[config.mk]
export PLATFORM = sky130hd
export DESIGN_NAME = dmem_arbiter_flat
export DESIGN_NICKNAME = d
export VERILOG_FILES = /design/src/rtl/dmem_arb_pkg.sv /design/src/rtl/dmem_arb_if.sv /design/src/rtl/dmem_arb_mux.sv /design/src/rtl/dmem_arbiter.sv /design/src/flat_wrapper.sv
export SDC_FILE = /design/constraint.sdc
export NUM_CORES = 1
export LEC_CHECK = 0
export ABC_AREA = 0
export CAP_MARGIN = 20
export CORE_ASPECT_RATIO = 0.6
export CORE_MARGIN = 2
export CORE_UTILIZATION = 25
export CTS_CLUSTER_SIZE = 20
export DETAILED_ROUTE_END_ITERATION = 8
export PLACE_DENSITY = 0.81
export SLEW_MARGIN = 5
export SYNTH_ARGS = -nofsm -noshare
export SYNTH_HDL_FRONTEND = slang
export SYNTH_SLANG_ARGS = --single-unit
[constraint.sdc]
create_clock -name clk -period 3.9 [get_ports clk]
set_input_delay 0.585 -clock clk [delete_from_list [all_inputs] [get_ports clk]]
set_output_delay 0.585 -clock clk [all_outputs]
set_load 0.03 [all_outputs]
[src/rtl/dmem_arb_pkg.sv]
// Shared types and default widths for the data-memory arbiter.
package dmem_arb_pkg;

   localparam int DEF_ADDR_W = 8;
   localparam int DEF_DATA_W = 16;

   typedef enum logic {
      IDLE     = 1'b0,
      DMA_LOCK = 1'b1
   } arb_state_e;

   typedef enum logic {
      OWN_CPU = 1'b0,
      OWN_DMA = 1'b1
   } owner_e;

endpackage

[src/rtl/dmem_arb_if.sv]
// One requester port of the data-memory arbiter (CPU or DMA side).
interface dmem_arb_if
   import dmem_arb_pkg::*;
#(
   parameter int ADDR_W = DEF_ADDR_W,
   parameter int DATA_W = DEF_DATA_W
);
   logic              req;
   logic              wr;
   logic [ADDR_W-1:0] addr;
   logic [DATA_W-1:0] wdata;
   logic              gnt;
   logic              rvalid;
   logic [DATA_W-1:0] rdata;

   modport master (
      output req, wr, addr, wdata,
      input  gnt, rvalid, rdata
   );

   modport slave (
      input  req, wr, addr, wdata,
      output gnt, rvalid, rdata
   );
endinterface

[src/rtl/dmem_arb_mux.sv]
// Combinational port-to-RAM mux: forwards the granted port, drives zeros otherwise.
module dmem_arb_mux
   import dmem_arb_pkg::*;
#(
   parameter int ADDR_W = DEF_ADDR_W,
   parameter int DATA_W = DEF_DATA_W
) (
   input  owner_e            sel_i,
   input  logic              gnt_i,
   input  logic              cpu_wr_i,
   input  logic [ADDR_W-1:0] cpu_addr_i,
   input  logic [DATA_W-1:0] cpu_wdata_i,
   input  logic              dma_wr_i,
   input  logic [ADDR_W-1:0] dma_addr_i,
   input  logic [DATA_W-1:0] dma_wdata_i,
   output logic              mem_en_o,
   output logic              mem_wr_o,
   output logic [ADDR_W-1:0] mem_addr_o,
   output logic [DATA_W-1:0] mem_wdata_o
);

   always_comb begin
      mem_en_o    = 1'b0;
      mem_wr_o    = 1'b0;
      mem_addr_o  = '0;
      mem_wdata_o = '0;
      if (gnt_i) begin
         mem_en_o = 1'b1;
         if (sel_i == OWN_DMA) begin
            mem_wr_o    = dma_wr_i;
            mem_addr_o  = dma_addr_i;
            mem_wdata_o = dma_wdata_i;
         end else begin
            mem_wr_o    = cpu_wr_i;
            mem_addr_o  = cpu_addr_i;
            mem_wdata_o = cpu_wdata_i;
         end
      end
   end

endmodule

[src/rtl/dmem_arbiter.sv]
// CPU/DMA arbiter for the single-ported data RAM with bounded locked DMA bursts.
// DMEM_ARB_RR_EN: round-robin on IDLE contention; undefined gives fixed CPU priority.
module dmem_arbiter
   import dmem_arb_pkg::*;
#(
   parameter int ADDR_W    = DEF_ADDR_W,
   parameter int DATA_W    = DEF_DATA_W,
   parameter int MAX_BURST = 4
) (
   input  logic              clk,
   input  logic              rst_n,
   dmem_arb_if.slave         cpu,
   dmem_arb_if.slave         dma,
   input  logic              dma_last_i,
   output logic              cpu_stall_o,
   output logic              mem_en_o,
   output logic              mem_wr_o,
   output logic [ADDR_W-1:0] mem_addr_o,
   output logic [DATA_W-1:0] mem_wdata_o,
   input  logic [DATA_W-1:0] mem_rdata_i
);

   localparam int BEAT_W = (MAX_BURST < 2) ? 1 : $clog2(MAX_BURST + 1);
   localparam logic [BEAT_W-1:0] BEAT_MAX = BEAT_W'(MAX_BURST);
   localparam bit LOCK_EN = (MAX_BURST > 1);

   arb_state_e        state_q, state_d;
   logic [BEAT_W-1:0] beat_cnt_q, beat_cnt_d;
   owner_e            last_owner_q, last_owner_d;
   logic              cpu_prio_q, cpu_prio_d;
   logic              cpu_rvalid_q, cpu_rvalid_d;
   logic              dma_rvalid_q, dma_rvalid_d;

   logic              cpu_gnt;
   logic              dma_gnt;
   logic              cpu_first;
   logic              policy_cpu;
   logic [BEAT_W-1:0] beat_inc;
   owner_e            mux_sel;

`ifdef DMEM_ARB_RR_EN
   assign policy_cpu = (last_owner_q == OWN_DMA);
`else
   logic unused_owner;
   assign policy_cpu   = 1'b1;
   assign unused_owner = last_owner_q;
`endif

   // The CPU always wins the first IDLE cycle after a lock, whatever the policy.
   assign cpu_first = cpu_prio_q | policy_cpu;
   assign beat_inc  = beat_cnt_q + BEAT_W'(1);

   // State register
   always_ff @(posedge clk or negedge rst_n) begin
      if (!rst_n) begin
         state_q      <= IDLE;
         beat_cnt_q   <= '0;
         last_owner_q <= OWN_DMA;
         cpu_prio_q   <= 1'b0;
         cpu_rvalid_q <= 1'b0;
         dma_rvalid_q <= 1'b0;
      end else begin
         state_q      <= state_d;
         beat_cnt_q   <= beat_cnt_d;
         last_owner_q <= last_owner_d;
         cpu_prio_q   <= cpu_prio_d;
         cpu_rvalid_q <= cpu_rvalid_d;
         dma_rvalid_q <= dma_rvalid_d;
      end
   end

   // Next-state logic
   always_comb begin
      state_d      = state_q;
      beat_cnt_d   = beat_cnt_q;
      last_owner_d = last_owner_q;
      cpu_prio_d   = 1'b0;
      cpu_rvalid_d = cpu_gnt & ~cpu.wr;
      dma_rvalid_d = dma_gnt & ~dma.wr;

      if (cpu_gnt) begin
         last_owner_d = OWN_CPU;
      end else if (dma_gnt) begin
         last_owner_d = OWN_DMA;
      end

      unique case (state_q)
         IDLE: begin
            if (dma_gnt && !dma_last_i && LOCK_EN) begin
               state_d    = DMA_LOCK;
               beat_cnt_d = BEAT_W'(1);
            end
         end
         DMA_LOCK: begin
            if (!dma_gnt || dma_last_i || (beat_inc == BEAT_MAX)) begin
               state_d    = IDLE;
               beat_cnt_d = '0;
               cpu_prio_d = 1'b1;
            end else begin
               beat_cnt_d = beat_inc;
            end
         end
         default: begin
            state_d    = IDLE;
            beat_cnt_d = '0;
         end
      endcase
   end

   // Output logic: grants are combinational so an uncontended request issues at once
   always_comb begin
      cpu_gnt = 1'b0;
      dma_gnt = 1'b0;
      if (rst_n) begin
         unique case (state_q)
            IDLE: begin
               if (cpu.req && dma.req) begin
                  cpu_gnt = cpu_first;
                  dma_gnt = ~cpu_first;
               end else begin
                  cpu_gnt = cpu.req;
                  dma_gnt = dma.req;
               end
            end
            DMA_LOCK: dma_gnt = dma.req;
            default: begin
               cpu_gnt = 1'b0;
               dma_gnt = 1'b0;
            end
         endcase
      end
   end

   assign mux_sel     = dma_gnt ? OWN_DMA : OWN_CPU;
   assign cpu.gnt     = cpu_gnt;
   assign dma.gnt     = dma_gnt;
   assign cpu_stall_o = cpu.req & ~cpu_gnt;
   assign cpu.rvalid  = cpu_rvalid_q;
   assign dma.rvalid  = dma_rvalid_q;
   assign cpu.rdata   = mem_rdata_i;
   assign dma.rdata   = mem_rdata_i;

   dmem_arb_mux #(
      .ADDR_W (ADDR_W),
      .DATA_W (DATA_W)
   ) u_mux (
      .sel_i       (mux_sel),
      .gnt_i       (cpu_gnt | dma_gnt),
      .cpu_wr_i    (cpu.wr),
      .cpu_addr_i  (cpu.addr),
      .cpu_wdata_i (cpu.wdata),
      .dma_wr_i    (dma.wr),
      .dma_addr_i  (dma.addr),
      .dma_wdata_i (dma.wdata),
      .mem_en_o    (mem_en_o),
      .mem_wr_o    (mem_wr_o),
      .mem_addr_o  (mem_addr_o),
      .mem_wdata_o (mem_wdata_o)
   );

`ifndef SYNTHESIS
   a_one_gnt : assert property (@(posedge clk) disable iff (!rst_n) !(cpu_gnt && dma_gnt));
   a_beat_bound : assert property (@(posedge clk) disable iff (!rst_n) beat_cnt_q < BEAT_MAX || MAX_BURST < 2);
   a_lock_no_cpu : assert property (@(posedge clk) disable iff (!rst_n) (state_q == DMA_LOCK) |-> !cpu_gnt);
`endif

endmodule

[src/flat_wrapper.sv]
// flat-port wrapper written by rule: the top's interface ports become plain ports
module dmem_arbiter_flat import dmem_arb_pkg::*;
#(
   parameter int ADDR_W    = DEF_ADDR_W,
   parameter int DATA_W    = DEF_DATA_W,
   parameter int MAX_BURST = 4
)
  (clk, rst_n, dma_last_i, cpu_stall_o, mem_en_o, mem_wr_o, mem_addr_o, mem_wdata_o, mem_rdata_i, cpu_req, cpu_wr, cpu_addr, cpu_wdata, cpu_gnt, cpu_rvalid, cpu_rdata, dma_req, dma_wr, dma_addr, dma_wdata, dma_gnt, dma_rvalid, dma_rdata);
  dmem_arb_if #(.ADDR_W(ADDR_W), .DATA_W(DATA_W)) cpu_i ();
  dmem_arb_if #(.ADDR_W(ADDR_W), .DATA_W(DATA_W)) dma_i ();
  input  logic clk;
  input  logic rst_n;
  input  logic dma_last_i;
  output logic cpu_stall_o;
  output logic mem_en_o;
  output logic mem_wr_o;
  output logic [ADDR_W-1:0] mem_addr_o;
  output logic [DATA_W-1:0] mem_wdata_o;
  input  logic [DATA_W-1:0] mem_rdata_i;
  input wire logic [$bits(cpu_i.req)-1:0] cpu_req;
  input wire logic [$bits(cpu_i.wr)-1:0] cpu_wr;
  input wire logic [$bits(cpu_i.addr)-1:0] cpu_addr;
  input wire logic [$bits(cpu_i.wdata)-1:0] cpu_wdata;
  output wire logic [$bits(cpu_i.gnt)-1:0] cpu_gnt;
  output wire logic [$bits(cpu_i.rvalid)-1:0] cpu_rvalid;
  output wire logic [$bits(cpu_i.rdata)-1:0] cpu_rdata;
  input wire logic [$bits(dma_i.req)-1:0] dma_req;
  input wire logic [$bits(dma_i.wr)-1:0] dma_wr;
  input wire logic [$bits(dma_i.addr)-1:0] dma_addr;
  input wire logic [$bits(dma_i.wdata)-1:0] dma_wdata;
  output wire logic [$bits(dma_i.gnt)-1:0] dma_gnt;
  output wire logic [$bits(dma_i.rvalid)-1:0] dma_rvalid;
  output wire logic [$bits(dma_i.rdata)-1:0] dma_rdata;
  assign cpu_i.req = cpu_req;
  assign cpu_i.wr = cpu_wr;
  assign cpu_i.addr = cpu_addr;
  assign cpu_i.wdata = cpu_wdata;
  assign cpu_gnt = cpu_i.gnt;
  assign cpu_rvalid = cpu_i.rvalid;
  assign cpu_rdata = cpu_i.rdata;
  assign dma_i.req = dma_req;
  assign dma_i.wr = dma_wr;
  assign dma_i.addr = dma_addr;
  assign dma_i.wdata = dma_wdata;
  assign dma_gnt = dma_i.gnt;
  assign dma_rvalid = dma_i.rvalid;
  assign dma_rdata = dma_i.rdata;
  dmem_arbiter #(.ADDR_W(ADDR_W), .DATA_W(DATA_W), .MAX_BURST(MAX_BURST)) u_core (.clk(clk), .rst_n(rst_n), .cpu(cpu_i), .dma(dma_i), .dma_last_i(dma_last_i), .cpu_stall_o(cpu_stall_o), .mem_en_o(mem_en_o), .mem_wr_o(mem_wr_o), .mem_addr_o(mem_addr_o), .mem_wdata_o(mem_wdata_o), .mem_rdata_i(mem_rdata_i));
endmodule
After elaboration in Yosys (flattened, before gate mapping)
Cells that the tools add are included.
{"block": "totals", "regBits": 6, "input_bits": 71, "output_inout_bits": 63, "elab_cells": 41}
{"block": "classes", "add_sub_neg": 1, "n_eq_ne": 2, "n_mux": 20, "bitwise": 8, "n_reduce_logical": 6}
{"cell": "16-bit two-way mux", "count": 2}
{"cell": "8-bit two-way mux", "count": 2}
{"cell": "1-bit two-way mux", "count": 11}
{"cell": "3-bit two-way mux", "count": 2}
{"cell": "3-bit case mux with 2 select lines", "count": 1}
{"cell": "1-bit inverter", "count": 4}
{"cell": "1-bit case mux with 2 select lines", "count": 2}
{"cell": "3-bit by 1-bit adder with 3-bit output (second input constant)", "count": 1}
{"cell": "1-bit bitwise AND", "count": 3}
{"cell": "3-bit == test (second input constant)", "count": 1}
{"cell": "1-bit logical AND", "count": 2}
{"cell": "1-bit logical NOT", "count": 2}
{"cell": "1-bit logical OR", "count": 2}
{"cell": "2-bit by 1-bit != test with 1-bit output (second input constant)", "count": 1}
{"cell": "1-bit OR", "count": 1}

Logic depth before layout (Yosys ltp)
{"block": "logic_depth", "depth_word": 9, "depth_mapped": 5, "ltp_nobuf": 4}

Modules after synthesis
A second synthesis with hierarchy kept.
{"block": "hier_totals", "cells_unflattened": 118, "area_unflattened_um2": 1019.7}
{"mod": "dmem_arbiter", "n_inst": 1, "cells_each": 62, "area_each_um2": 546.8}
{"mod": "dmem_arb_mux", "n_inst": 1, "cells_each": 56, "area_each_um2": 473.0}

Worst setup path after synthesis
OpenSTA, ideal clock, no wires.
{"block": "synth_timing", "path_type": "input to output", "from": "input port cpu_req", "to": "output port cpu_stall_o", "arrival_ns": 1.663, "slack_ns": 1.652, "stages": 4, "path_buffers": 1, "path_cell_list": "nor2b_2 > buf_2 > and2_1 > nor2b_1"}
{"block": "synth_between", "elab_chain_len": 6}
{"element": "start, declared", "line": "flat_wrapper.sv:20", "rtl": "input wire logic [$bits(cpu_i.req)-1:0] cpu_req;"}
{"element": "1-bit logical AND", "line": "dmem_arbiter.sv:117", "rtl": "if (cpu.req && dma.req) begin"}
{"element": "1-bit two-way mux *", "line": "dmem_arbiter.sv:117"}
{"element": "1-bit two-way mux *", "line": "dmem_arbiter.sv:115", "rtl": "unique case (state_q)"}
{"element": "1-bit two-way mux *", "line": "dmem_arbiter.sv:114", "rtl": "if (rst_n) begin"}
{"element": "named net cpu_gnt", "line": "flat_wrapper.sv:24", "rtl": "output wire logic [$bits(cpu_i.gnt)-1:0] cpu_gnt;"}
{"element": "1-bit inverter *", "line": "dmem_arbiter.sv:137", "rtl": "assign cpu_stall_o = cpu.req & ~cpu_gnt;"}
{"element": "1-bit bitwise AND *", "line": "dmem_arbiter.sv:137"}
{"element": "end, declared", "line": "flat_wrapper.sv:14", "rtl": "output logic cpu_stall_o;"}
Mark *: on every way through the listed nets, which the timed path passes. The rest lies on a longest branch.

Worst setup path after layout
{"block": "layout_timing", "from": "input port cpu_req", "to": "output port mem_en_o"}
{"block": "layout_between", "elab_chain_len": 6, "elab_cells_between_ends": 9}
{"element": "1-bit logical AND", "line": "dmem_arbiter.sv:117"}
{"element": "1-bit two-way mux", "line": "dmem_arbiter.sv:117"}
{"element": "1-bit case mux with 2 select lines / 1-bit two-way mux (equally long branches)", "line": "dmem_arbiter.sv:115"}
{"element": "1-bit two-way mux", "line": "dmem_arbiter.sv:114"}
{"element": "1-bit OR *", "line": "dmem_arbiter.sv:148", "rtl": ".gnt_i (cpu_gnt | dma_gnt),"}
{"element": "1-bit two-way mux *", "line": "dmem_arb_mux.sv:27", "rtl": "if (gnt_i) begin"}
{"element": "end, declared", "line": "flat_wrapper.sv:15", "rtl": "output logic mem_en_o;"}
Mark *: on every way between the ends. The rest lies on a longest branch, timed or not.

==> impl_results.md <==
* Setup TNS at 0 ns
* Worst Setup Start Kind: input port
* PortBufs at 85
* # diodes at 0
* Number of global-route vias before repair at 1144
* Most numerous cell in the Yosys netlist: buf_4
* Compound-Gate Fraction of Synth Area at 0.287
* Pins Over Slew Limit at 0
* Post-synthesis simple-gate area fraction at 0.203
* CTS Buffer Depth at 2
* CP endpoint kind: output port
* Cell row count at 17
* Mapped Avg Cell Area at 6.72 sq um
* Worst VDD drop at 0.0000842 V
* Post-CTS Setup Bufs at 0
* Slowest-stage cell, CP: clkdlybuf4s50_1
* Initial Util at 0.268
* Final total power at 350 uW
* WL/cell at 14.7 um
* Hold Crit Class: flop to flop
* Cts bufs inserted at 3
* RSZ-0062 raised after global routing: false
* Hpwl dp at 2510 um
* Clock Skew at 0.00191 ns
* Outcome: finished clean
* CP Class: input port to output port
* Max Freq at 336 MHz
* Area of the mapped netlist at 0.00101 sq mm
* Post-synth top flop: dfrtp_1
* Crit path max-delay family: buffers and inverters
* GRT Total Usage at 0.156
* #FFs+latches synth at 6
* Initial antenna violation count at 0
* Area delta synth->final at 59.1%
* CTS resizes at 0
* Number of buffers and inverters on the critical path at 4
* Routed WL at 3600 um
* Root buf cell: clkbuf_8
* Pre-antenna DRT Iters at 4
* DRC violations left at 0
* Met1 Usage GRT at 0.169
* Antenna viol nets, final at 0
* Die Area at 0.00460 sq mm
* Clock Latency Late Sink at 0.23 ns
* Met2 Track Usage GR at 0.271
* Synthesis Warnings at 0
* Synthesized-area fraction occupied by adder cells at 0.0247
* Critical path origin: cpu_req
* CP most frequent cell: clkdlybuf4s50_1
* Synth top cells by count: buf_4, a21oi_1, nand3_1
* Cell area power density at 217 mW/mm^2
* XOR/XNOR Fraction of Synth Area at 0.00863
* Vias per std cell at 5.05
* CP max stage delay at 0.66 ns
* Yosys top cell area share at 0.237
* Clock sink count at 6
* # setup viols final at 0
* Top-level port count at 134
* Pre-CTS setup slack at 0.940 ns
* Slew @ Worst Pin at 1.03 ns
* Fin crit share at 0.763
* H-Tree Depth at 1
* GR Layer Usage met3 at 0.0749
* Largest net degree at the start of global routing at 32
* Post-Syn Nets at 224
* Cells after Synth at 151
* Reg clk slew, reported paths at 0.03 ns
* Fin area at 0.00161 sq mm
* Max-cap violations at 0
* Pleak at 0.000645 uW
* CP arrival at 2.39 ns
* Crit Reg-Reg Endpoint: u_core.beat_cnt_q[2]
* Fin nets at 272
* TritonCTS clock tree: built
* Hold slack at 0.529 ns
* Final hold vios at 0
* Final global-route overflow total at 0
* Seq/Total Area, Yosys at 0.148
* Post-synth EDFFs at 0
* Yosys cell types at 27
* Tmin final at 2.97 ns
* Fillers at 398
* First-pass GRT wire length at 5450 um
* FF-to-FF Start: u_core.state_q
* Yosys top cell by area: buf_4
* Final GP Congestion at 0.694
* Die H at 53.4 um
* Via count at 1233
* Worst reg2reg setup slack at 2.43 ns
* Share of cells above drive strength 1 at 0.173
* Levels on crit path at 6
* R2R depth at 4
* GRT Max-Usage Layer: met2
* Chip width at 86.3 um
* CP required at 3.31 ns
* Cells along the critical path: clkdlybuf4s50_1 -> nor2b_2 -> buf_4 -> o21ai_2 -> inv_1 -> clkdlybuf4s50_1
* Mux contribution to synthesized area at 0.00986
* Dpl cell area at 0.00157 sq mm
* Hold bufs inserted after CTS at 0
* Worst slew margin relative to its limit at 0.316
* Core area at 0.00379 sq mm
* Initial DRC count at 57
* Critical path fanouts, max at 31
* Setup ws final at 0.926 ns
* Largest family of logic cells by synthesized area: buffers and inverters
* Async S/R FF share, synth at 1.00
* CP endpoint: mem_en_o
* Top post-synthesis cells by area: buf_4, dfrtp_1, a21oi_1
-- report_power, final --
group / leakage, uW / total, uW / internal (uW) / switching [uW]
clock: 0.0000216 / 94.5 / 66.4 / 28.1
combinational: 0.000543 / 185 / 90.3 / 94.4
sequential: 0.0000803 / 70.5 / 66.5 / 4.00
total: 0.000645 / 350 / 223 / 127
-- registers in the layout (all words and copies together), names as in the netlist --
register,count
u_core.beat_cnt_q,3
u_core.cpu.rvalid,1
u_core.dma.rvalid,1
u_core.state_q,1
-- cell usage in the layout (no fill, tap or decap), types with 2 or more instances in the layout --
cell             instances
o21ai_0                 24
nor2b_1                  2
o22ai_1                  2
o31ai_1                  2
clkbuf_8                 3
buf_4                   29
a21oi_1                 26
dfrtp_1                  6
ha_1                     2
clkdlybuf4s50_1         60
nand3_1                 25
and2_1                   3
-- metal layers --
metal  vias to the layer above  wire length, um  part of all wire
li1                        593                -                 -
met1                       556             1590              0.44
met2                        79             1500              0.42
met3                         5              467              0.13
met4                         0               43             0.012
met5                         -                0                 0
-- stage by stage --
stage	std cells	utilization
after floorplan	151	-
after global placement	241	0.415
after detailed placement	241	0.415
after CTS	244	0.426
after global routing	244	0.426
final	244	0.426
-- logic make-up after synthesis --
kind of cell | after synthesis
fa+ha+maj | 2
compound gates | 56
flops | 6
buf+inv | 47
mux | 1
simple gates | 38
xor+xnor | 1
-- final cells by class --
| cell class | instances | area (sq um) | share of cell area |
|---|---|---|---|
| sequential | 6 | 150 | 0.0930 |
| multi-input combinational | 98 | 542 | 0.336 |
| clock buffer | 3 | 41.3 | 0.0256 |
| inverter | 1 | 3.75 | 0.00233 |
| timing repair buffer | 89 | 818 | 0.507 |
| tap | 47 | 58.8 | 0.0364 |
-- worst min-delay path by stage --
stage                         start                   end  slack, ns  cells past startpoint
2_1_floorplan                 rst_n  u_core.beat_cnt_q[0]       0.29                      0
3_3_place_gp   u_core.beat_cnt_q[0]  u_core.beat_cnt_q[0]       0.52                      1
3_5_place_dp   u_core.beat_cnt_q[0]  u_core.beat_cnt_q[0]       0.52                      1
4_1_cts        u_core.beat_cnt_q[0]  u_core.beat_cnt_q[0]       0.52                      1
5_1_grt        u_core.beat_cnt_q[0]  u_core.beat_cnt_q[0]       0.55                      1
6_report       u_core.beat_cnt_q[0]  u_core.beat_cnt_q[0]       0.53                      1
-- worst register-to-register path: cells and delay by family (launching register included) --
family	cells	cell delay, ns
AO/OA/AOI/OAI	1	0.18
buffers and inverters	1	0.23
flip-flops	1	0.46
AND/OR/NAND/NOR	2	0.50
(Power assumes the default switching activity.)
